`src/rtl/escrow_defs.sv`:
```
`default_nettype none
// ============================================================================
// Package     : escrow_defs
// Description : Shared types and constants for the ticket escrow controller:
//               controller state encoding, bill denomination encoding, dollar
//               values per bill and readability constants.
// Revision    : 1.0 - initial release
// ============================================================================
package escrow_defs;

  // Controller states (explicit 3-bit encoding)
  typedef enum logic [2:0] {
    IDLE   = 3'd0,
    TICKET = 3'd1,
    STACK  = 3'd2,
    EJECT  = 3'd3,
    FAULT  = 3'd4
  } state_t;

  // Bill denomination as carried on BillValue / EjectValue
  typedef enum logic {
    BILL_10 = 1'b0,
    BILL_20 = 1'b1
  } bill_t;

  localparam logic [6:0] TEN_VALUE    = 7'd10;
  localparam logic [6:0] TWENTY_VALUE = 7'd20;

  localparam logic ON    = 1'b1;
  localparam logic OFF   = 1'b0;
  localparam logic TRUE  = 1'b1;
  localparam logic FALSE = 1'b0;

  // Dollar value of one bill given its denomination bit
  function automatic logic [6:0] bill_dollars(input logic value);
    return (value == BILL_20) ? TWENTY_VALUE : TEN_VALUE;
  endfunction

endpackage
`default_nettype wire

```
`src/rtl/escrow_stack.sv`:
```
`default_nettype none
// ============================================================================
// Module      : escrow_stack
// Description : DEPTH-entry LIFO of bill denomination bits with a running
//               count and dollar total. Implemented as a shift register so
//               the top of stack is always bit 0 (no indexed read needed).
// Revision    : 1.0 - initial release
// ----------------------------------------------------------------------------
// Ports
//   Clock      in   system clock, rising edge
//   Clear_n    in   asynchronous active-low reset
//   push       in   push push_value (ignored when full)
//   push_value in   denomination to push (0 = $10, 1 = $20)
//   pop        in   drop the top entry (ignored when empty)
//   top        out  denomination at top of stack (0 when empty)
//   count      out  number of entries held
//   total      out  dollar value of all entries held
// ============================================================================
module escrow_stack
  import escrow_defs::*;
#(
  parameter int DEPTH = 4
) (
  input  logic                       Clock,
  input  logic                       Clear_n,
  input  logic                       push,
  input  logic                       push_value,
  input  logic                       pop,
  output logic                       top,
  output logic [$clog2(DEPTH+1)-1:0] count,
  output logic [6:0]                 total
);

  localparam int CW = $clog2(DEPTH + 1);

  logic [DEPTH-1:0] r_bits;
  logic [CW-1:0]    r_count;
  logic [6:0]       r_total;

  logic w_do_push;
  logic w_do_pop;

  assign w_do_push = push && (r_count != CW'(DEPTH));
  assign w_do_pop  = pop && (r_count != '0);

  // Simultaneous push and pop never occurs from the controller; it is treated
  // as a no-op so the count and total stay consistent with the contents.
  always_ff @(posedge Clock or negedge Clear_n) begin
    if (!Clear_n) begin
      r_bits  <= '0;
      r_count <= '0;
      r_total <= '0;
    end else if (w_do_push && !w_do_pop) begin
      r_bits  <= {r_bits[DEPTH-2:0], push_value};
      r_count <= r_count + 1'b1;
      r_total <= r_total + bill_dollars(push_value);
    end else if (w_do_pop && !w_do_push) begin
      // Vacated slots shift in as zero so an empty stack reads top = 0
      r_bits  <= {1'b0, r_bits[DEPTH-1:1]};
      r_count <= r_count - 1'b1;
      r_total <= r_total - bill_dollars(r_bits[0]);
    end
  end

  assign top   = r_bits[0];
  assign count = r_count;
  assign total = r_total;

endmodule
`default_nettype wire

```
`src/rtl/ticket_escrow_ctrl.sv`:
```
`default_nettype none
// ============================================================================
// Module      : ticket_escrow_ctrl
// Description : Escrow and bill-handling controller behind the ticket vendor
//               FSM. Accepts validated bills, pulses Ten/Twenty to the vendor,
//               holds bills in a LIFO escrow, then either prints a ticket and
//               stacks the bills or ejects them one by one. Every mechanism
//               request is guarded by an ack timeout that latches FAULT.
// Revision    : 1.0 - initial release
// ----------------------------------------------------------------------------
// Ports
//   Clock, Clear_n              clock / async active-low reset
//   BillIn, BillValue           validator strobe and denomination
//   Ready, Bill                 vendor "may accept a bill" indications
//   Dispense, Return            vendor verdicts
//   Ten, Twenty, Reject         single-cycle pulses (vendor / validator)
//   TicketReq/TicketAck         ticket printer handshake
//   StackReq/StackAck           cashbox stacker handshake
//   EjectReq/EjectAck           eject motor handshake
//   EjectValue                  denomination being ejected
//   EscrowCount, EscrowTotal    escrow occupancy and dollar value
//   Busy, Fault                 not-IDLE flag and sticky timeout flag
// ============================================================================
module ticket_escrow_ctrl
  import escrow_defs::*;
#(
  parameter int DEPTH       = 4,
  parameter int ACK_TIMEOUT = 1000
) (
  input  logic                       Clock,
  input  logic                       Clear_n,
  input  logic                       BillIn,
  input  logic                       BillValue,
  input  logic                       Ready,
  input  logic                       Bill,
  input  logic                       Dispense,
  input  logic                       Return,
  output logic                       Ten,
  output logic                       Twenty,
  output logic                       Reject,
  output logic                       TicketReq,
  input  logic                       TicketAck,
  output logic                       StackReq,
  input  logic                       StackAck,
  output logic                       EjectReq,
  input  logic                       EjectAck,
  output logic                       EjectValue,
  output logic [$clog2(DEPTH+1)-1:0] EscrowCount,
  output logic [6:0]                 EscrowTotal,
  output logic                       Busy,
  output logic                       Fault
);

  localparam int            CW             = $clog2(DEPTH + 1);
  localparam int            TW             = $clog2(ACK_TIMEOUT + 1);
  localparam logic [TW-1:0] c_timeout_last = TW'(ACK_TIMEOUT - 1);

  state_t        r_state;
  logic          r_ten;
  logic          r_twenty;
  logic          r_reject;
  logic          r_ticket_req;
  logic          r_stack_req;
  logic          r_eject_req;
  logic          r_eject_value;
  logic          r_busy;
  logic          r_fault;
  logic [TW-1:0] r_timer;

  logic          w_accept;
  logic          w_pop;
  logic          w_timeout;
  logic          w_top;
  logic [CW-1:0] w_count;
  logic [6:0]    w_total;

  // A bill is only taken in IDLE, when the vendor can take money, when there
  // is room, and when no verdict arrives in the same cycle.
  assign w_accept = BillIn && (r_state == IDLE) && (Ready || Bill) &&
                    !Dispense && !Return && (w_count < CW'(DEPTH));

  // Pops happen on the edge that samples the ack of the current request
  assign w_pop = ((r_state == STACK) && r_stack_req && StackAck) ||
                 ((r_state == EJECT) && r_eject_req && EjectAck);

  // Counter reaches ACK_TIMEOUT on this edge without an ack
  assign w_timeout = (r_timer == c_timeout_last);

  escrow_stack #(
    .DEPTH (DEPTH)
  ) u_stack (
    .Clock      (Clock),
    .Clear_n    (Clear_n),
    .push       (w_accept),
    .push_value (BillValue),
    .pop        (w_pop),
    .top        (w_top),
    .count      (w_count),
    .total      (w_total)
  );

  always_ff @(posedge Clock or negedge Clear_n) begin
    if (!Clear_n) begin
      r_state       <= IDLE;
      r_ten         <= OFF;
      r_twenty      <= OFF;
      r_reject      <= OFF;
      r_ticket_req  <= OFF;
      r_stack_req   <= OFF;
      r_eject_req   <= OFF;
      r_eject_value <= OFF;
      r_busy        <= OFF;
      r_fault       <= OFF;
      r_timer       <= '0;
    end else begin
      // Bill response pulses last exactly one cycle
      r_ten    <= OFF;
      r_twenty <= OFF;
      r_reject <= OFF;
      if (BillIn) begin
        if (w_accept) begin
          r_ten    <= (BillValue == BILL_10);
          r_twenty <= (BillValue == BILL_20);
        end else begin
          r_reject <= ON;
        end
      end

      case (r_state)
        IDLE: begin
          // Return has priority over Dispense
          if (Return) begin
            r_state <= EJECT;
            r_busy  <= ON;
            if (w_count != '0) begin
              r_eject_req   <= ON;
              r_eject_value <= w_top;
              r_timer       <= '0;
            end
          end else if (Dispense) begin
            r_state      <= TICKET;
            r_busy       <= ON;
            r_ticket_req <= ON;
            r_timer      <= '0;
          end
        end

        TICKET: begin
          if (TicketAck) begin
            r_ticket_req <= OFF;
            if (w_count == '0) begin
              r_state <= IDLE;
              r_busy  <= OFF;
            end else begin
              // StackReq rises one cycle later, leaving a gap between Reqs
              r_state <= STACK;
            end
          end else if (w_timeout) begin
            r_state      <= FAULT;
            r_fault      <= ON;
            r_ticket_req <= OFF;
          end else begin
            r_timer <= r_timer + 1'b1;
          end
        end

        STACK: begin
          if (!r_stack_req) begin
            r_stack_req <= ON;
            r_timer     <= '0;
          end else if (StackAck) begin
            r_stack_req <= OFF;
            if (w_count == CW'(1)) begin
              r_state <= IDLE;
              r_busy  <= OFF;
            end
          end else if (w_timeout) begin
            r_state     <= FAULT;
            r_fault     <= ON;
            r_stack_req <= OFF;
          end else begin
            r_timer <= r_timer + 1'b1;
          end
        end

        EJECT: begin
          if (!r_eject_req) begin
            // An empty escrow (Return with nothing held) leaves after one cycle
            if (w_count == '0) begin
              r_state <= IDLE;
              r_busy  <= OFF;
            end else begin
              r_eject_req   <= ON;
              r_eject_value <= w_top;
              r_timer       <= '0;
            end
          end else if (EjectAck) begin
            r_eject_req   <= OFF;
            r_eject_value <= OFF;
            if (w_count == CW'(1)) begin
              r_state <= IDLE;
              r_busy  <= OFF;
            end
          end else if (w_timeout) begin
            r_state       <= FAULT;
            r_fault       <= ON;
            r_eject_req   <= OFF;
            r_eject_value <= OFF;
          end else begin
            r_timer <= r_timer + 1'b1;
          end
        end

        FAULT: begin
          // Held until Clear_n; escrow is left untouched
          r_busy  <= ON;
          r_fault <= ON;
        end

        default: begin
          r_state <= IDLE;
          r_busy  <= OFF;
        end
      endcase
    end
  end

  assign Ten         = r_ten;
  assign Twenty      = r_twenty;
  assign Reject      = r_reject;
  assign TicketReq   = r_ticket_req;
  assign StackReq    = r_stack_req;
  assign EjectReq    = r_eject_req;
  assign EjectValue  = r_eject_value;
  assign EscrowCount = w_count;
  assign EscrowTotal = w_total;
  assign Busy        = r_busy;
  assign Fault       = r_fault;

endmodule
`default_nettype wire

```
`config.mk`:
```
export PLATFORM = sky130hd
export DESIGN_NAME = ticket_escrow_ctrl
export DESIGN_NICKNAME = d
export VERILOG_FILES = /design/src/rtl/escrow_defs.sv /design/src/rtl/escrow_stack.sv /design/src/rtl/ticket_escrow_ctrl.sv
export SDC_FILE = /design/constraint.sdc
export NUM_CORES = 1
export LEC_CHECK = 0
export BUFFER_PORTS_ARGS = -buffer_cell sky130_fd_sc_hd__buf_2
export CAP_MARGIN = 5
export CORE_MARGIN = 10
export CORE_UTILIZATION = 52
export DETAILED_ROUTE_END_ITERATION = 7
export PLACE_DENSITY = 0.81
export SETUP_SLACK_MARGIN = 0.2
export SYNTH_ARGS = -nofsm -noshare
export SYNTH_HDL_FRONTEND = slang
export SYNTH_SLANG_ARGS = --single-unit
```
`constraint.sdc`:
```
create_clock -name Clock -period 3 [get_ports Clock]
set_input_delay 0.45 -clock Clock [delete_from_list [all_inputs] [get_ports Clock]]
set_output_delay 0.45 -clock Clock [all_outputs]
set_load 0.02 [all_outputs]
```
* Yosys cells after proc, flatten, opt, wreduce, memory -nomap -nowiden
Index checks and enable logic that the tools add are counted.
** Storage, ports and cells
- Register bits after elaboration :: 36
- Latch bits :: 0
- Bits in writable memories :: 0
- Bits in read-only memories :: 0
- Output and inout bits :: 19
- Logic and storage cells :: 156
- Memories kept :: 0
** Operators by class
- Add/sub/neg operators :: 5
- Multiply operators :: 0
- Divide/modulo/power cells :: 0
- Order comparisons :: 1
- Equality and inequality tests :: 27
- Shift operators :: 0
- Mux-type cells :: 73
- Bitwise operators :: 2
- Reduce and logical (&&, ||, !) cells :: 34
** Operators by type and width (count)
- $mux 10 :: 10
- $pmux 10 s4 :: 1
- $mux 1 :: 37
- $mux 3 :: 12
- $ne 3x3->1 const B :: 7
- $ne 2x2->1 const B :: 10
- $pmux 3 s5 :: 1
- $mux 7 :: 2
- $logic_and 1x1->1 :: 13
- $add 10x1->10 const B :: 1
- $eq 10x10->1 const B :: 1
- $mux 5 :: 2
- $reduce_and 5->1 :: 2
- $mux 4 :: 2
- $reduce_and 4->1 :: 2
- $reduce_bool 4->1 :: 2
- $add 7x7->7 :: 1
- $reduce_and 7->1 :: 1
- $sub 7x7->7 :: 1
- $eq 3x1->1 const B :: 2
- $eq 3x2->1 const B :: 2
- $logic_not 3->1 :: 2
- $ne 3x2->1 const B :: 2
- $pmux 1 s2 :: 3
- 16 further kinds :: 23

* Depth between registers and ports, before layout
Gate-level depths: netlist (run 1).
- Word-level depth :: 11
- Depth in mapped cells :: 17
- Gate-level depth less buffers :: 15

* Hierarchy
A second synthesis (run 1) with hierarchy kept.
** Unflattened totals
- Cell total of the unflattened synthesis :: 235
- Area, all modules :: 2182.1 um2
** Modules (own cells, without submodules)
- ticket_escrow_ctrl :: instances 1, cells an instance 153, area each 1358.8 um2
- escrow_stack :: instances 1, cells an instance 82, area each 823.3 um2

* Worst setup path before layout (run 1)
No wires, ideal clock.
- Path type :: register -> register
- Start point :: register r_state[1]
- End point :: register u_stack.r_total[5], in the netlist u_stack.total[5]
- Arrival time :: 2.960 ns
- Required time :: 2.917 ns
- Setup slack :: -0.043 ns
- Stages on the path, launching flop included :: 18
- Clock period less this slack :: 3.043 ns
- Path through :: dfrtp_1 > clkbuf_1 > buf_2 > nor2_1 > o2111ai_1 > inv_1 > ha_1 > clkbuf_1 > inv_1 > a21boi_0 > ha_1 > inv_1 > fa_1 > inv_1 > a21o_1 > a21oi_1 > xor2_1 > o21ai_0
** On the way
- Longest elaborated chain between the ends :: 10
- Elaborated cells between the ends (all ways) :: 21
** RTL lines
- from (decl) :: RTL line ticket_escrow_ctrl.sv:58 : state_t r_state;
- from (signal assigned) :: RTL line ticket_escrow_ctrl.sv:104 : r_state <= IDLE;
- from (signal assigned) :: RTL line ticket_escrow_ctrl.sv:133 : r_state <= EJECT;
- from (signal assigned) :: RTL line ticket_escrow_ctrl.sv:141 : r_state <= TICKET;
- $logic_not 3->1 :: RTL line ticket_escrow_ctrl.sv:79 : assign w_accept = BillIn && (r_state == IDLE) && (Ready || Bill) &&
- $logic_and 1x1->1 (3 in a row) :: RTL line ticket_escrow_ctrl.sv:79
- $logic_and 1x1->1 (2 in a row) :: RTL line ticket_escrow_ctrl.sv:80 : !Dispense && !Return && (w_count < CW'(DEPTH));
- $logic_and 1x1->1 :: RTL line escrow_stack.sv:43 : assign w_do_push = push && (r_count != CW'(DEPTH));
- $logic_not 1->1 :: RTL line escrow_stack.sv:57 : end else if (w_do_pop && !w_do_push) begin
- $logic_and 1x1->1 :: RTL line escrow_stack.sv:57
- $reduce_bool 2->1 (no source line)
- to (signal assigned) :: RTL line escrow_stack.sv:56 : r_total <= r_total + bill_dollars(push_value);
- to (signal assigned) :: RTL line escrow_stack.sv:61 : r_total <= r_total - bill_dollars(r_bits[0]);
- to (decl) :: RTL line escrow_stack.sv:38 : logic [6:0] r_total;
Several ways; a longest one is shown, not always the timed one.
A chain may end at the register's enable or synchronous reset.

* Worst setup path after layout (run 1)
- Start point :: register u_stack.r_count[1], in the netlist u_stack.count[1]
- End point :: register u_stack.r_total[5], in the netlist u_stack.total[5]
** On the way
- Longest elaborated chain between the ends :: 6
- Elaborated cells between the ends (all ways) :: 12
** RTL lines
- from (decl) :: RTL line escrow_stack.sv:37 : logic [CW-1:0] r_count;
- from (signal assigned) :: RTL line escrow_stack.sv:55 : r_count <= r_count + 1'b1;
- from (signal assigned) :: RTL line escrow_stack.sv:60 : r_count <= r_count - 1'b1;
- $lt 3x3->1 :: RTL line ticket_escrow_ctrl.sv:80
- $logic_and 1x1->1 :: RTL line ticket_escrow_ctrl.sv:80
- $logic_and 1x1->1 :: RTL line escrow_stack.sv:43
- $logic_not 1->1 :: RTL line escrow_stack.sv:57
- $logic_and 1x1->1 :: RTL line escrow_stack.sv:57
- $reduce_bool 2->1 (no source line)
Several ways; a longest one is shown, not always the timed one.

==> results of run 1 <==
[through the flow]
stage	setup WS [ps]	area (um2)
6_report	414	2600
5_1_grt	215	2600
4_1_cts	207	2490
3_5_place_dp	95.5	2400
3_3_place_gp	253	2400
2_1_floorplan	224	2190
[state kept, by name, summed over array words and instances, names as in the netlist]
name	count
Twenty	1
Reject	1
Busy	1
u_stack.total	6
EjectValue	1
r_state	3
Fault	1
EjectReq	1
StackReq	1
u_stack.r_bits	4
u_stack.count	3
r_timer	10
TicketReq	1
Ten	1
[worst max path at each step]
stage / slack [ps] / cells after the start / start / to
6_report: 410 / 15 / u_stack.count[1]$_DFFE_PN0P_ / u_stack.total[5]$_DFFE_PN0P_
5_1_grt: 220 / 13 / r_state[2]$_DFFE_PN0P_ / u_stack.total[6]$_DFFE_PN0P_
4_1_cts: 210 / 15 / u_stack.count[0]$_DFFE_PN0P_ / u_stack.total[5]$_DFFE_PN0P_
3_5_place_dp: 100 / 14 / r_state[0]$_DFFE_PN0P_ / u_stack.total[5]$_DFFE_PN0P_
3_3_place_gp: 250 / 14 / r_state[0]$_DFFE_PN0P_ / u_stack.total[5]$_DFFE_PN0P_
2_1_floorplan: 220 / 14 / EjectReq$_DFFE_PN0P_ / u_stack.total[6]$_DFFE_PN0P_
[cell type report]
cell class,instances,share of cell area
sequential,35,0.338
tap,50,0.0240
clock inverter,1,0.00192
multi-input combinational,180,0.495
clock buffer,7,0.0332
timing repair buffer,41,0.0904
inverter,12,0.0173
[cells by family after synthesis]
group,Yosys count,synth area share
simple gates,85,0.205
compound gates,65,0.198
flops,35,0.401
buf+inv,23,0.0453
fa+ha+maj,13,0.0779
mux,9,0.0430
xor+xnor,7,0.0281
other cells,1,0.00172
[cells in the mapped netlist, drive strengths merged, types with 3 or more instances]
library cell | n | area share
dfrtp | 35 | 0.40
o21ai | 25 | 0.057
nand2 | 21 | 0.036
nor2 | 15 | 0.026
ha | 12 | 0.069
inv | 12 | 0.021
nand3 | 11 | 0.028
a21oi | 10 | 0.023
clkbuf | 8 | 0.014
nor2b | 7 | 0.020
a22o | 6 | 0.024
mux2i | 6 | 0.028
nand2b | 6 | 0.017
nor3 | 5 | 0.011
xor2 | 4 | 0.016
a21o | 3 | 0.010
and3 | 3 | 0.0086
buf | 3 | 0.011
mux2 | 3 | 0.015
or2 | 3 | 0.0086
or4 | 3 | 0.010
xnor2 | 3 | 0.012
[worst max-delay path: stages (launching register included)]
cell      delay, ps
dfrtp_1         390
inv_1            90
ha_2            220
nand2b_4         90
nand3_2         100
ha_4            190
nand2_1         100
a21boi_2        160
ha_2            190
inv_1            50
fa_1            390
inv_1            70
a21o_1          110
a21oi_1          70
xor2_1          140
o21ai_0         130
[where the power goes]
part,internal (mW),leakage (nW),total (mW),switching [mW]
logic,0.0112,0.707,0.0353,0.0241
clock network,0.185,0.0482,0.359,0.174
registers,0.473,0.458,0.474,0.000582
total,0.669,1.21,0.868,0.198
[repair_timing]
item,CTS,global route
setup endpoints to repair,2,2
pin swaps,0,1
resized for setup,4,17
buffers inserted,0,5
[placed cells by master, fill, tap and decap left out, types with 2 or more instances in the layout]
master	netlist	layout
xnor2_1	3	3
nor2b_1	7	5
mux2i_1	6	6
or4_1	3	3
nand3_2	1	2
nand2b_1	6	5
a21o_1	3	3
nor2_1	15	14
clkbuf_8	0	6
or3b_1	2	2
nor3_1	5	5
ha_1	12	9
nand3_1	10	9
nand2_1	21	21
buf_2	1	28
dfrtp_2	0	4
and3_1	3	3
o21ai_0	25	24
or2_2	2	2
a21oi_1	10	10
xor2_1	4	4
buf_4	1	12
inv_1	12	12
a22o_1	6	6
ha_2	0	2
and2_1	2	2
mux2_2	3	3
dfrtp_1	35	31
[per-layer routing]
metal / track usage / up-vias
li1: - / 919
met1: 0.179 / 886
met2: 0.207 / 54
met3: 0.0454 / 8
met4: 0.0524 / 0
met5: 0 / -
==> run metrics, run 1 <==
RSZ-0062 raised after global routing=false; CTS tree=yes; clock slew at reported path FFs=70 ps; Port Buffers=28; Fin. Hold Viols=0; r2r worst-path depth=15; root buf cell=clkbuf_8; Register Area=881 um2; reg-to-reg startpoint=u_stack.count[1]$_DFFE_PN0P_; Clk Latency, worst-skew pair=290 ps; Routed Antenna Nets=0; clock tree buffer depth=2; maximum fanout along the worst path=6; syn_area_per_cell=9.17 um2; R2R Path End=u_stack.total[5]$_DFFE_PN0P_; Top FF cell, synth=dfrtp_1; Post-Synthesis Net Count=262; routed vias=1,867; PD cells=333 nW/um2; setup violators final=0; sequential share of the synthesized area=0.401; antenna diode count=0; CTS Sinks=35; Final Non-Filler Cells=326; Detailed Place HPWL=3620 um; routed vias/inst=5.73; WL/cell=15.2 um; Req. time, crit path=3210 ps; die area=7190 um2; uppermost routed layer=met4; hold_buf cts=0; DIE WIDTH=84.8 um; EDFF count, synth=0; Crit Path Category=reg2reg; Worst Hold Margin=236 ps; layout cells sized above 1=0.275; Worst slew margin=0.474; H-tree Lvls=2; Initial Utilization=0.542; Num CTS Buffers=5; Final Max Tran Viols=0; Worst Tran Pin Value=790 ps; drt total wl=4950 um; FILL cells=347; initial antenna violation count=0; setup TNS=0 ps; gpl congestion=0.926; Synth warnings=0; largest net degree at the start of global routing=36; synthesized area=2180 um2; met2 wire length=2290 um; Final Util=0.646; Worst Setup Start Kind=register; DR pass1 iterations=4; synthesized flop and latch total=35; dpl cells=313; Worst Path Arrival=2800 ps; nets=299; IO Pins=30; Initial DRC Count=167; Post-Synthesis Cells=238; status=finished, final reports clean; met3 WL=308 um; first-pass GRT wire length=8280 um; DRC violations left=0; CP endpoint kind=register; area of the multi-input gates=1290 um2; wl on met1=2290 um; grt ovf=0; VDD IR-drop max=230 uV; P&R area growth vs syn=19.2%; ys async rst share=1.00; GRT Resource Usage Total=0.138; Overall Power=0.868 mW; R2R Setup Slk=410 ps; vias in the first global route=1,749; final period utilization=0.862; minimum clock period=2590 ps; max cap viols=0; core area=4030 um2; Die Ht=84.8 um; clk_skew=5.04 ps; FMAX=387 MHz; hold crit path type=in2async; leakage power=1.21 nW; number of cell rows=23; Yosys cell types=55
Note: power is estimated with default switching activity, not from simulation.
==> run 2, diff against run 1 <==
--- a/config.mk
+++ b/config.mk
@@ -10,6 +10,7 @@
 export CORE_MARGIN = 10
 export CORE_UTILIZATION = 52
 export DETAILED_ROUTE_END_ITERATION = 7
+export MAX_ROUTING_LAYER = met4
 export PLACE_DENSITY = 0.81
 export SETUP_SLACK_MARGIN = 0.2
 export SYNTH_ARGS = -nofsm -noshare
==> run 2 against run 1 <==
Fmax is 0.18% lower. Setup slack got worse by 4.5 ps. Sequential share of layout area stayed put. Via count decreased by 0.16%. Power hardly changed. Critical path depth is the same. Clock-buffer cell count stayed put. Critical endpoint unchanged. Highest routed layer unchanged.
==> run metrics, run 2 (same netlist as run 1, synthesis figures left out) <==
status=finished, final reports clean; Worst Setup SP=u_stack.count[1]$_DFFE_PN0P_; worst path bufs/invs=3; Initial DRC Count=154; CP endpoint kind=register; met2 wire length=2310 um; delay of the slowest critical-path stage=390 ps; die area=7190 um2; CTS Sinks=35; final period utilization=0.864; Finished Cell Area=2600 um2; setup violators final=0; root buf cell=clkbuf_8; cell mode on critical path=inv_1; number of cell rows=23; hold crit path type=in2async; minimum clock period=2590 ps; leakage power=1.21 nW; IO Pins=30; Crit Path Category=reg2reg; Worst path top cell family by delay=adder cells; Clock Power Share=0.413; commonest cells after routing, fill and taps aside=dfrtp_1, buf_2, o21ai_0; nets=299; WL/cell=15.2 um; Worst Tran Pin Value=792 ps; vias in the first global route=1,752; Final Max Tran Viols=0; Num CTS Buffers=5; gpl congestion=0.942; antenna diode count=0; layout cells sized above 1=0.275; first-pass GRT wire length=8270 um; Port Buffers=28; commonest non-fill, non-tap cell in the layout=dfrtp_1; Worst slew margin=0.472; Logic pwr share=0.041; Sw Share=0.228; reg-to-reg startpoint=u_stack.count[1]$_DFFE_PN0P_; clock slew at reported path FFs=70 ps; Final Util=0.646; sequential power share=0.546; Detailed Place HPWL=3620 um; hold_buf cts=0; setup TNS=0 ps; wl on met1=2260 um; max cap viols=0; CTS tree=yes; Die Ht=84.8 um; Clk Latency, worst-skew pair=290 ps; Req. time, crit path=3210 ps; FMAX=386 MHz; Net Sw Power=0.198 mW; clk_skew=4.54 ps; drt total wl=4960 um; routed vias/inst=5.72; Power Internal=0.669 mW; H-tree Lvls=2; initial antenna violation count=0; uppermost routed layer=met4; core area=4030 um2; Initial Utilization=0.542; GRT Resource Usage Total=0.142; RSZ-0062 raised after global routing=false; DR pass1 iterations=4; max reg flops=10; largest net degree at the start of global routing=36; DRC violations left=0; VDD IR-drop max=231 uV; routed vias=1,864; met3 WL=322 um; P&R area growth vs syn=19.2%; CP Cell Sequence=inv_1, ha_2, nand2b_4, nand3_2, ha_4, nand2_1, a21boi_2, ha_2, inv_1, fa_1, inv_1, a21o_1, a21oi_1, xor2_1, o21ai_0; PD cells=333 nW/um2; Routed Antenna Nets=0; maximum fanout along the worst path=6; Worst Setup Start Kind=register; most flop-heavy register=r_timer; grt ovf=0; Placed Area=2400 um2; DIE WIDTH=84.8 um; Worst path slowest cell=dfrtp_1; Worst Path Arrival=2800 ps; Fin. Hold Viols=0; clock tree buffer depth=2
-- run 2: cell counts in the layout (fill, tap and decap cells not counted) --
No cell type changed its count.
-- run 2: per-layer routing --
metal	track usage	vias up
li1	-	918
met2	0.207	52
met3	0.0435	8
met5	-	-
met4	0.0524	0
met1	0.180	886
-- run 2: layout make-up --
type	instances	area, um2
Clock buffer	7	86.3
Clock inverter	1	5.00
Fill cell	347	1430
Inverter	12	45.0
Multi-Input combinational cell	180	1290
Sequential cell	35	881
Tap cell	50	62.6
Timing Repair Buffer	41	235
-- run 2: power by group through the flow --
| stage | Clock (mW) | Combinational (mW) | Sequential [mW] |
|---|---|---|---|
| 6_report | 0.359 | 0.0354 | 0.474 |
| 5_1_grt | 0.390 | 0.0404 | 0.473 |
| 4_1_cts | 0.368 | 0.0353 | 0.473 |
| 3_5_place_dp | 0 | 0.0353 | 0.483 |
| 3_3_place_gp | 0 | 0.0347 | 0.483 |
| 2_1_floorplan | 0 | 0.0113 | 0.484 |
-- run 2: path summary, 6_finish.rpt --
| path | endpoint | slack (ps) | depth (start not counted) |
|---|---|---|---|
| min in group Clock | Ten$_DFF_PN0_ | 350 | 2 |
| worst max-delay path | u_stack.total[5]$_DFFE_PN0P_ | 410 | 15 |
| worst min-delay path | u_stack.r_bits[2]$_DFFE_PN0P_ | 240 | 1 |
| worst max register to register | u_stack.total[5]$_DFFE_PN0P_ | 410 | 15 |
| max in group asynchronous | r_state[2]$_DFFE_PN0P_ | 2210 | 1 |
| worst min register to register | Fault$_DFFE_PN0P_ | 470 | 1 |
-- run 2: timing repair --
action                                  4_1_cts  5_1_grt
resized for setup                             4       17
buffers inserted                              0        5
endpoints found under the hold margin         0        0
endpoints found under the setup margin        2        2
pin swaps                                     0        1
-- run 2: metrics by stage --
step	std cells	hold slack, ps	power, mW	setup slack (ps)
2_1_floorplan	238	154	0.496	224
3_3_place_gp	313	445	0.517	253
3_5_place_dp	313	455	0.518	95.5
4_1_cts	321	259	0.877	207
5_1_grt	326	301	0.903	215
6_report	326	239	0.868	409
